**src/rtl/icb_arb2.sv**
```systemverilog
// Two-master ICB arbiter (round-robin, one outstanding txn, response timeout); cmd passes through combinationally in IDLE.
// Backpressure: slave cmd_ready locks the grant until handshake; owner rsp_ready drives slave rsp_ready while BUSY.
module icb_arb2 #(
    parameter int unsigned TOUT_CYC = 255
) (
    input  logic        clk,
    input  logic        rst_n,

    input  logic        m0_icb_cmd_valid,
    output logic        m0_icb_cmd_ready,
    input  logic        m0_icb_cmd_read,
    input  logic [31:0] m0_icb_cmd_addr,
    input  logic [31:0] m0_icb_cmd_wdata,
    input  logic [3:0]  m0_icb_cmd_wmask,
    output logic        m0_icb_rsp_valid,
    input  logic        m0_icb_rsp_ready,
    output logic        m0_icb_rsp_err,
    output logic [31:0] m0_icb_rsp_rdata,

    input  logic        m1_icb_cmd_valid,
    output logic        m1_icb_cmd_ready,
    input  logic        m1_icb_cmd_read,
    input  logic [31:0] m1_icb_cmd_addr,
    input  logic [31:0] m1_icb_cmd_wdata,
    input  logic [3:0]  m1_icb_cmd_wmask,
    output logic        m1_icb_rsp_valid,
    input  logic        m1_icb_rsp_ready,
    output logic        m1_icb_rsp_err,
    output logic [31:0] m1_icb_rsp_rdata,

    output logic        s_icb_cmd_valid,
    input  logic        s_icb_cmd_ready,
    output logic        s_icb_cmd_read,
    output logic [31:0] s_icb_cmd_addr,
    output logic [31:0] s_icb_cmd_wdata,
    output logic [3:0]  s_icb_cmd_wmask,
    input  logic        s_icb_rsp_valid,
    output logic        s_icb_rsp_ready,
    input  logic        s_icb_rsp_err,
    input  logic [31:0] s_icb_rsp_rdata,

    output logic        owner_o,
    output logic        tout_o
);

    typedef enum logic [1:0] {IDLE, BUSY, TOUT} state_t;

    localparam logic [15:0] TOUT_LIM = 16'(TOUT_CYC);

    state_t      state, state_nxt;
    logic        last_gnt, lock, lock_gnt, owner, tout_q;
    logic [15:0] cnt, cnt_inc;
    logic        gnt, in_idle, in_busy, in_tout;
    logic        cmd_hs, rsp_hs, own_rdy, fwd_vld;

    assign in_idle = (state == IDLE);
    assign in_busy = (state == BUSY);
    assign in_tout = (state == TOUT);

    always_comb begin
        gnt = 1'b0;
        if (lock)
            gnt = lock_gnt;
        else if (m0_icb_cmd_valid && m1_icb_cmd_valid)
            gnt = ~last_gnt;
        else if (m1_icb_cmd_valid)
            gnt = 1'b1;
    end

    // rst_n gating keeps the combinational cmd path quiet while reset is held
    assign s_icb_cmd_valid  = rst_n && in_idle && (gnt ? m1_icb_cmd_valid : m0_icb_cmd_valid);
    assign s_icb_cmd_read   = gnt ? m1_icb_cmd_read  : m0_icb_cmd_read;
    assign s_icb_cmd_addr   = gnt ? m1_icb_cmd_addr  : m0_icb_cmd_addr;
    assign s_icb_cmd_wdata  = gnt ? m1_icb_cmd_wdata : m0_icb_cmd_wdata;
    assign s_icb_cmd_wmask  = gnt ? m1_icb_cmd_wmask : m0_icb_cmd_wmask;
    assign m0_icb_cmd_ready = rst_n && in_idle && !gnt && s_icb_cmd_ready;
    assign m1_icb_cmd_ready = rst_n && in_idle &&  gnt && s_icb_cmd_ready;
    assign cmd_hs           = s_icb_cmd_valid && s_icb_cmd_ready;

    assign own_rdy          = owner ? m1_icb_rsp_ready : m0_icb_rsp_ready;
    assign s_icb_rsp_ready  = in_busy ? own_rdy : 1'b1;
    assign rsp_hs           = s_icb_rsp_valid && s_icb_rsp_ready;
    assign fwd_vld          = (in_busy && s_icb_rsp_valid) || in_tout;

    assign m0_icb_rsp_valid = fwd_vld && !owner;
    assign m1_icb_rsp_valid = fwd_vld &&  owner;
    assign m0_icb_rsp_err   = !owner && ((in_busy && s_icb_rsp_err) || in_tout);
    assign m1_icb_rsp_err   =  owner && ((in_busy && s_icb_rsp_err) || in_tout);
    assign m0_icb_rsp_rdata = (in_busy && !owner) ? s_icb_rsp_rdata : 32'h0;
    assign m1_icb_rsp_rdata = (in_busy &&  owner) ? s_icb_rsp_rdata : 32'h0;

    assign cnt_inc = (cnt == 16'hFFFF) ? cnt : cnt + 16'd1;
    assign owner_o = owner;
    assign tout_o  = tout_q;

    always_comb begin
        state_nxt = state;
        case (state)
            IDLE: if (cmd_hs) state_nxt = BUSY;
            // a response arriving on the deadline cycle beats the timeout
            BUSY: begin
                if (rsp_hs)
                    state_nxt = IDLE;
                else if (!s_icb_rsp_valid && cnt_inc >= TOUT_LIM)
                    state_nxt = TOUT;
            end
            TOUT: if (own_rdy) state_nxt = IDLE;
            default: state_nxt = IDLE;
        endcase
    end

    always_ff @(posedge clk or negedge rst_n) begin
        if (!rst_n) begin
            state    <= IDLE;
            last_gnt <= 1'b1;
            lock     <= 1'b0;
            lock_gnt <= 1'b0;
            owner    <= 1'b0;
            cnt      <= 16'd0;
            tout_q   <= 1'b0;
        end else begin
            state  <= state_nxt;
            tout_q <= in_busy && (state_nxt == TOUT);
            if (cmd_hs) begin
                owner    <= gnt;
                last_gnt <= gnt;
                lock     <= 1'b0;
                cnt      <= 16'd0;
            end else if (s_icb_cmd_valid && !s_icb_cmd_ready) begin
                lock     <= 1'b1;
                lock_gnt <= gnt;
            end
            if (in_busy && !s_icb_rsp_valid)
                cnt <= cnt_inc;
        end
    end

endmodule
```
**config.mk**
```make
export PLATFORM = sky130hd
export DESIGN_NAME = icb_arb2
export DESIGN_NICKNAME = d
export VERILOG_FILES = /design/src/rtl/icb_arb2.sv
export SDC_FILE = /design/constraint.sdc
export NUM_CORES = 1
export LEC_CHECK = 0
export BUFFER_PORTS_ARGS = -buffer_cell sky130_fd_sc_hd__buf_2
export CORE_AREA = 2 2 126 128
export CTS_BUF_LIST = sky130_fd_sc_hd__clkbuf_8
export DETAILED_ROUTE_END_ITERATION = 6
export DIE_AREA = 0 0 128 130
export PLACE_DENSITY = 0.48
export SLEW_MARGIN = 20
export SYNTH_ARGS = -nofsm -noshare
export SYNTH_HDL_FRONTEND = slang
export SYNTH_SLANG_ARGS = --single-unit
```
**constraint.sdc**
```tcl
create_clock -name clk -period 7.3 [get_ports clk]
set_clock_uncertainty 0.15 [all_clocks]
set_input_delay 0 -clock clk [delete_from_list [all_inputs] [get_ports clk]]
set_output_delay 0 -clock clk [all_outputs]
set_load 0.005 [all_outputs]
```
; ---- Yosys cells after proc, flatten, opt, wreduce, memory -nomap -nowiden
; Cells that the tools add are included.
[totals]
out_inout_bits = 143
wordCells = 68
ff_bits = 23
input_bits = 179
[op_classes]
n_lt_le_gt_ge = 1
n_bitwise = 2
eq_ne = 4
addsub = 1
reduce_logical = 31
mux = 22
[ops]
columns = operator, count
row1 = 32-bit 2-to-1 mux, 4
row2 = 16-bit 2-to-1 mux, 3
row3 = 1-bit logical AND, 21
row4 = 16-bit by 1-bit adder with 16-bit output (second input constant), 1
row5 = 16-bit == test (second input constant), 1
row6 = 16-bit by 8-bit >= comparator with 1-bit output (second input constant), 1
row7 = 1-bit 2-to-1 mux, 9
row8 = 2-bit 2-to-1 mux, 4
row9 = 2-bit one-hot mux with 3 select lines, 1
row10 = 2-bit == test (second input constant), 2
row11 = 1-bit logical NOT, 4
row12 = 4-bit 2-to-1 mux, 1
row13 = 2-bit nonzero test, 2
row14 = 2-bit by 1-bit == test with 1-bit output (second input constant), 1
row15 = 2-bit logical NOT, 1
row16 = 1-bit logical OR, 2
row17 = 1-bit inverter, 2
row18 = 2-bit AND reduction, 1

; ---- Depth between registers and ports, before layout
[depth]
word_depth = 10
mapped_depth = 8
ltp_nobuf = 7

; ---- Worst setup path before layout
; OpenSTA, ideal clock, no wires.
[synth_timing]
path_type = register -> register
start = reg cnt[0]
end = reg state[0]
slack_ps = 5026
synth_period_minus_slack_ps = 2274
setup_ps = 124
t_required_ps = 7026
path_stages_with_launch = 9
path_buffers = 1
arrival_time_ps = 2000
cell_sequence = dfrtp_1 > ha_1 > nand4_2 > or4_1 > buf_6 > nand3_1 > o21a_2 > a311oi_1 > o31a_1
[synth_via]
elab_chain_len = 7
elab_cells_between_ends = 8
cone_classes = add/sub: 1 / order compare: 1 / eq/ne: 1 / mux: 4 / reduce/logical: 1
[synth_rtl]
columns = element, line_no
row1 = from (decl), 52  ; logic [15:0] cnt, cnt_inc;
row2 = from (signal assigned), 134  ; cnt <= cnt_inc;
row3 = 16-bit by 1-bit adder with 16-bit output or 16-bit == test (tied branches), 92  ; assign cnt_inc = (cnt == 16'hFFFF) ? cnt : cnt + 16'd1;
row4 = 16-bit 2-to-1 mux (*), 92
row5 = 16-bit by 8-bit >= comparator with 1-bit output (*), 104  ; else if (!s_icb_rsp_valid && cnt_inc >= TOUT_LIM)
row6 = 1-bit logical AND (*), 104
row7 = 2-bit 2-to-1 mux (*), 104
row8 = 2-bit 2-to-1 mux (*), 102  ; if (rsp_hs)
row9 = 2-bit one-hot mux with 3 select lines (*), 98  ; case (state)
row10 = via state_nxt[0], 50  ; state_t state, state_nxt;
row11 = to (signal assigned), 122  ; state <= state_nxt;
row12 = to (decl), 50
; Mark *: on every way through the listed nets, which the timed path passes. The rest lies on a longest branch.
; A chain may end at the register's enable or synchronous reset.

; ---- Worst setup path after layout
[layout_timing]
start = in rst_n
end = reg cnt[0]
[layout_via]
elab_chain_len = 4
[layout_rtl]
columns = element, line_no
row1 = from (decl), 7  ; input logic rst_n,
row2 = 1-bit logical AND (2 in a row), 71  ; assign s_icb_cmd_valid = rst_n && in_idle && (gnt ? m1_icb_cmd_valid : m0_icb_cmd_valid);
row3 = 1-bit logical AND, 78  ; assign cmd_hs = s_icb_cmd_valid && s_icb_cmd_ready;
row4 = 2-bit nonzero test (no source line), n/a
; No other way between the ends.

==> summary.md <==
| Metric | Value |
|---|---|
| LEAKAGE | `2.59 nW` |
| Post-CTS Setup Bufs | `0` |
| Routed Antenna Nets | `0` |
| Final wirelength | `15.6 mm` |
| MaxCap Viol Count | `0` |
| Async set or reset register ratio after synthesis | `100%` |
| Area of the core | `0.0154 sq mm` |
| Sequential share of the synthesized area | `20.7%` |
| Final period util | `39.3%` |
| Root Driver | `clkbuf_8` |
| Fin. max-slew vios | `0` |
| CP Max Fanout | `25` |
| H-tree depth | `1` |
| Placed cell area | `0.00455 sq mm` |
| Worst Path Arrival | `2.89 ns` |
| Critical Path Start Type | `input port` |
| Fin. Hold Viols | `0` |
| Top cells by area, synth | `mux2_2 28%, dfrtp_1 20%, and2_1 7.9%, and3_1 7.6%, a21oi_1 3.1%` |
| Synth Warn # | `0` |
| Area growth, synth to finish | `67.1%` |
| Routability cong. | `0.856` |
| Final setup fails | `0` |
| DRT iter0 DRCs | `238` |
| Comb power frac | `74.7%` |
| Cell variety after synth | `49` |
| WL/cell | `18.6 um` |
| Die area | `0.0166 sq mm` |
| Num CTS Buffers | `3` |
| Cells after Synth | `332` |
| Slew HR | `39.6%` |
| Setup CP Type | `in2reg` |
| CTS max path bufs | `2` |
| Design area | `0.00465 sq mm` |
| Die Width | `128 um` |
| R2r setup slk | `4.64 ns` |
| Rows | `46` |
| Ys flop type | `dfrtp_1` |
| Num ports | `322` |
| Vias per inst | `4.62` |
| P_int | `0.629 mW` |
| Mapped Nets | `512` |
| Mapped cell area | `0.00279 sq mm` |
| Grt total ovfl | `0` |
| #FFs+latches synth | `23` |
| Synth Area per Inst | `8.39 sq um` |
| Residual DRC | `0` |
| Peak VDD IR | `0.143 mV` |
| Net Sw Frac | `45.0%` |
| First-pass GRT wire length | `20.8 mm` |
| Initial Util | `18.1%` |
| Vias in the first global route | `3485` |
| Clock transition at path regs | `0.09 ns` |
| FMAX | `0.348 GHz` |
| Vias | `3862` |
| Clock power frac | `7.3%` |
| Most common cell in the netlist | `mux2_2` |
| Post-synth top cells | `70 x mux2_2, 35 x and2_1, 34 x and3_1` |
| Flop pwr share | `18.0%` |
| NetSw | `0.515 mW` |
| Outcome | `complete, no violations` |
| Clk_lat worst skew | `0.27 ns` |
| Gr usage total | `16.7%` |
| Nets | `818` |
| PD cells | `246 mW/mm^2` |
| Layout cells sized above 1 | `64.1%` |
| Die Span Y | `130 um` |
| PortBufs | `321` |
| Worst Path Required | `7.32 ns` |
| CTS tree | `done` |
| RSZ-0062 raised after global routing | `false` |
| Critical path endpoint category | `register` |
| Number of synthesized flops with an enable pin | `0` |
| Initial antenna violation count | `9` |
| Final Total Pwr | `1.14 mW` |
| Least-Margin Pin Slew | `0.906 ns` |
| Min-delay worst type | `in2reg` |
| Post-synth top area share | `28.3%` |
| Final HPWL DP | `13.5 mm` |
| DRT Pass-1 Iters | `4` |
| Fin Setup TNS | `0 ns` |
| Fillers | `1688` |
| Clk sink count | `23` |
| Area leader, netlist | `mux2_2` |
| Largest net degree at the start of global routing | `74` |
| Tmin final | `2.87 ns` |
[power groups by stage]
stage | clock network [mW] | logic (mW) | registers [mW]
after floorplan | 0 | 0.512 | 0.173
after global placement | 0 | 0.854 | 0.204
after detailed placement | 0 | 0.856 | 0.207
after CTS | 0.0869 | 0.861 | 0.205
after global routing | 0.0936 | 0.933 | 0.214
final | 0.0840 | 0.854 | 0.205
[placed cells by master, fill, tap and decap left out, drive strengths merged, types with 2 or more instances in the layout]
cell type,n
a21o,3
nor2b,4
o22ai,3
nor2,20
mux2i,3
a211oi,3
o21ai,15
buf,323
nor3,5
nand2b,3
nand3,7
dlygate4sd3,3
nand2,14
clkbuf,3
a21oi,17
and3,34
and4,6
nor4,3
or2,2
a311oi,3
mux2,70
nand4,6
inv,4
a31oi,5
and2,35
nand3b,2
diode,7
dfrtp,22
[worst max-delay path, cell delays in order]
cell           delay [ns]
dlygate4sd3_1        0.52
buf_2                0.49
nand3_1              0.23
nor2_1               0.68
nor2_1               0.38
o21bai_1             0.28
mux2_2               0.30
[state kept, by name (all words and copies together), names as in the netlist]
| signal | flops |
|---|---|
| cnt | 16 |
| last_gnt | 1 |
| owner_o | 1 |
| lock_gnt | 1 |
| tout_o | 1 |
| state | 2 |
| lock | 1 |
[logic make-up (layout without fill, tap and decap cells)]
| logic type | Yosys count | count (layout) | synth area share (%) |
|---|---|---|---|
| other | 0 | 7 | 0 |
| AOI/OAI and AO/OA | 63 | 63 | 14.7 |
| adders and majority gates | 1 | 1 | 0.449 |
| muxes | 73 | 73 | 29.4 |
| and+or+nand+nor | 142 | 142 | 30.1 |
| xor gates and xnor gates | 1 | 1 | 0.315 |
| buffers and inverters | 29 | 334 | 4.36 |
| DFF | 23 | 23 | 20.7 |
[through the flow]
stage	hold slack (ns)	util, %	std cells	worst slack, ns
2_1_floorplan	-0.446	-	332	5.03
3_3_place_gp	-0.121	29.5	822	4.39
3_5_place_dp	-0.109	29.5	822	4.26
4_1_cts	0.00332	30.0	829	4.23
5_1_grt	0.0696	30.1	830	4.15
6_report	0.0204	30.2	836	4.43
[worst paths after layout]
check	from	end	cells past startpoint
max	rst_n	cnt[0]	7
min	m1_icb_rsp_ready	state[1]	4
max reg2reg	lock	cnt[0]	6
min reg2reg	last_gnt	last_gnt	2
max in group asynchronous	rst_n	cnt[13]	2
min in group asynchronous	rst_n	cnt[10]	2
[per-layer routing]
layer	track usage (%)	part of all wire [%]	routed length, um
met1	18.0	37	5730
met2	28.3	48	7430
met3	10.9	15	2270
met4	1.87	0.64	100
met5	0	0.15	23
[cell type report]
type | instances | area, sq um | area share (%)
antenna | 7 | 17.5 | 0.376
clock buffer | 3 | 41.3 | 0.887
clock inverter | 1 | 5.00 | 0.108
inverter | 4 | 15.0 | 0.323
multi-input combinational | 280 | 2110 | 45.3
sequential | 23 | 577 | 12.4
tap | 192 | 240 | 5.16
timing repair buffer | 326 | 1650 | 35.5
[repair_timing]
action | in CTS | in global routing
setup endpoints to repair | 0 | 0
gates resized for setup | 0 | 0
hold endpoints to repair | 26 | 0
hold buffers | 3 | 0
(Power assumes the default switching activity.)
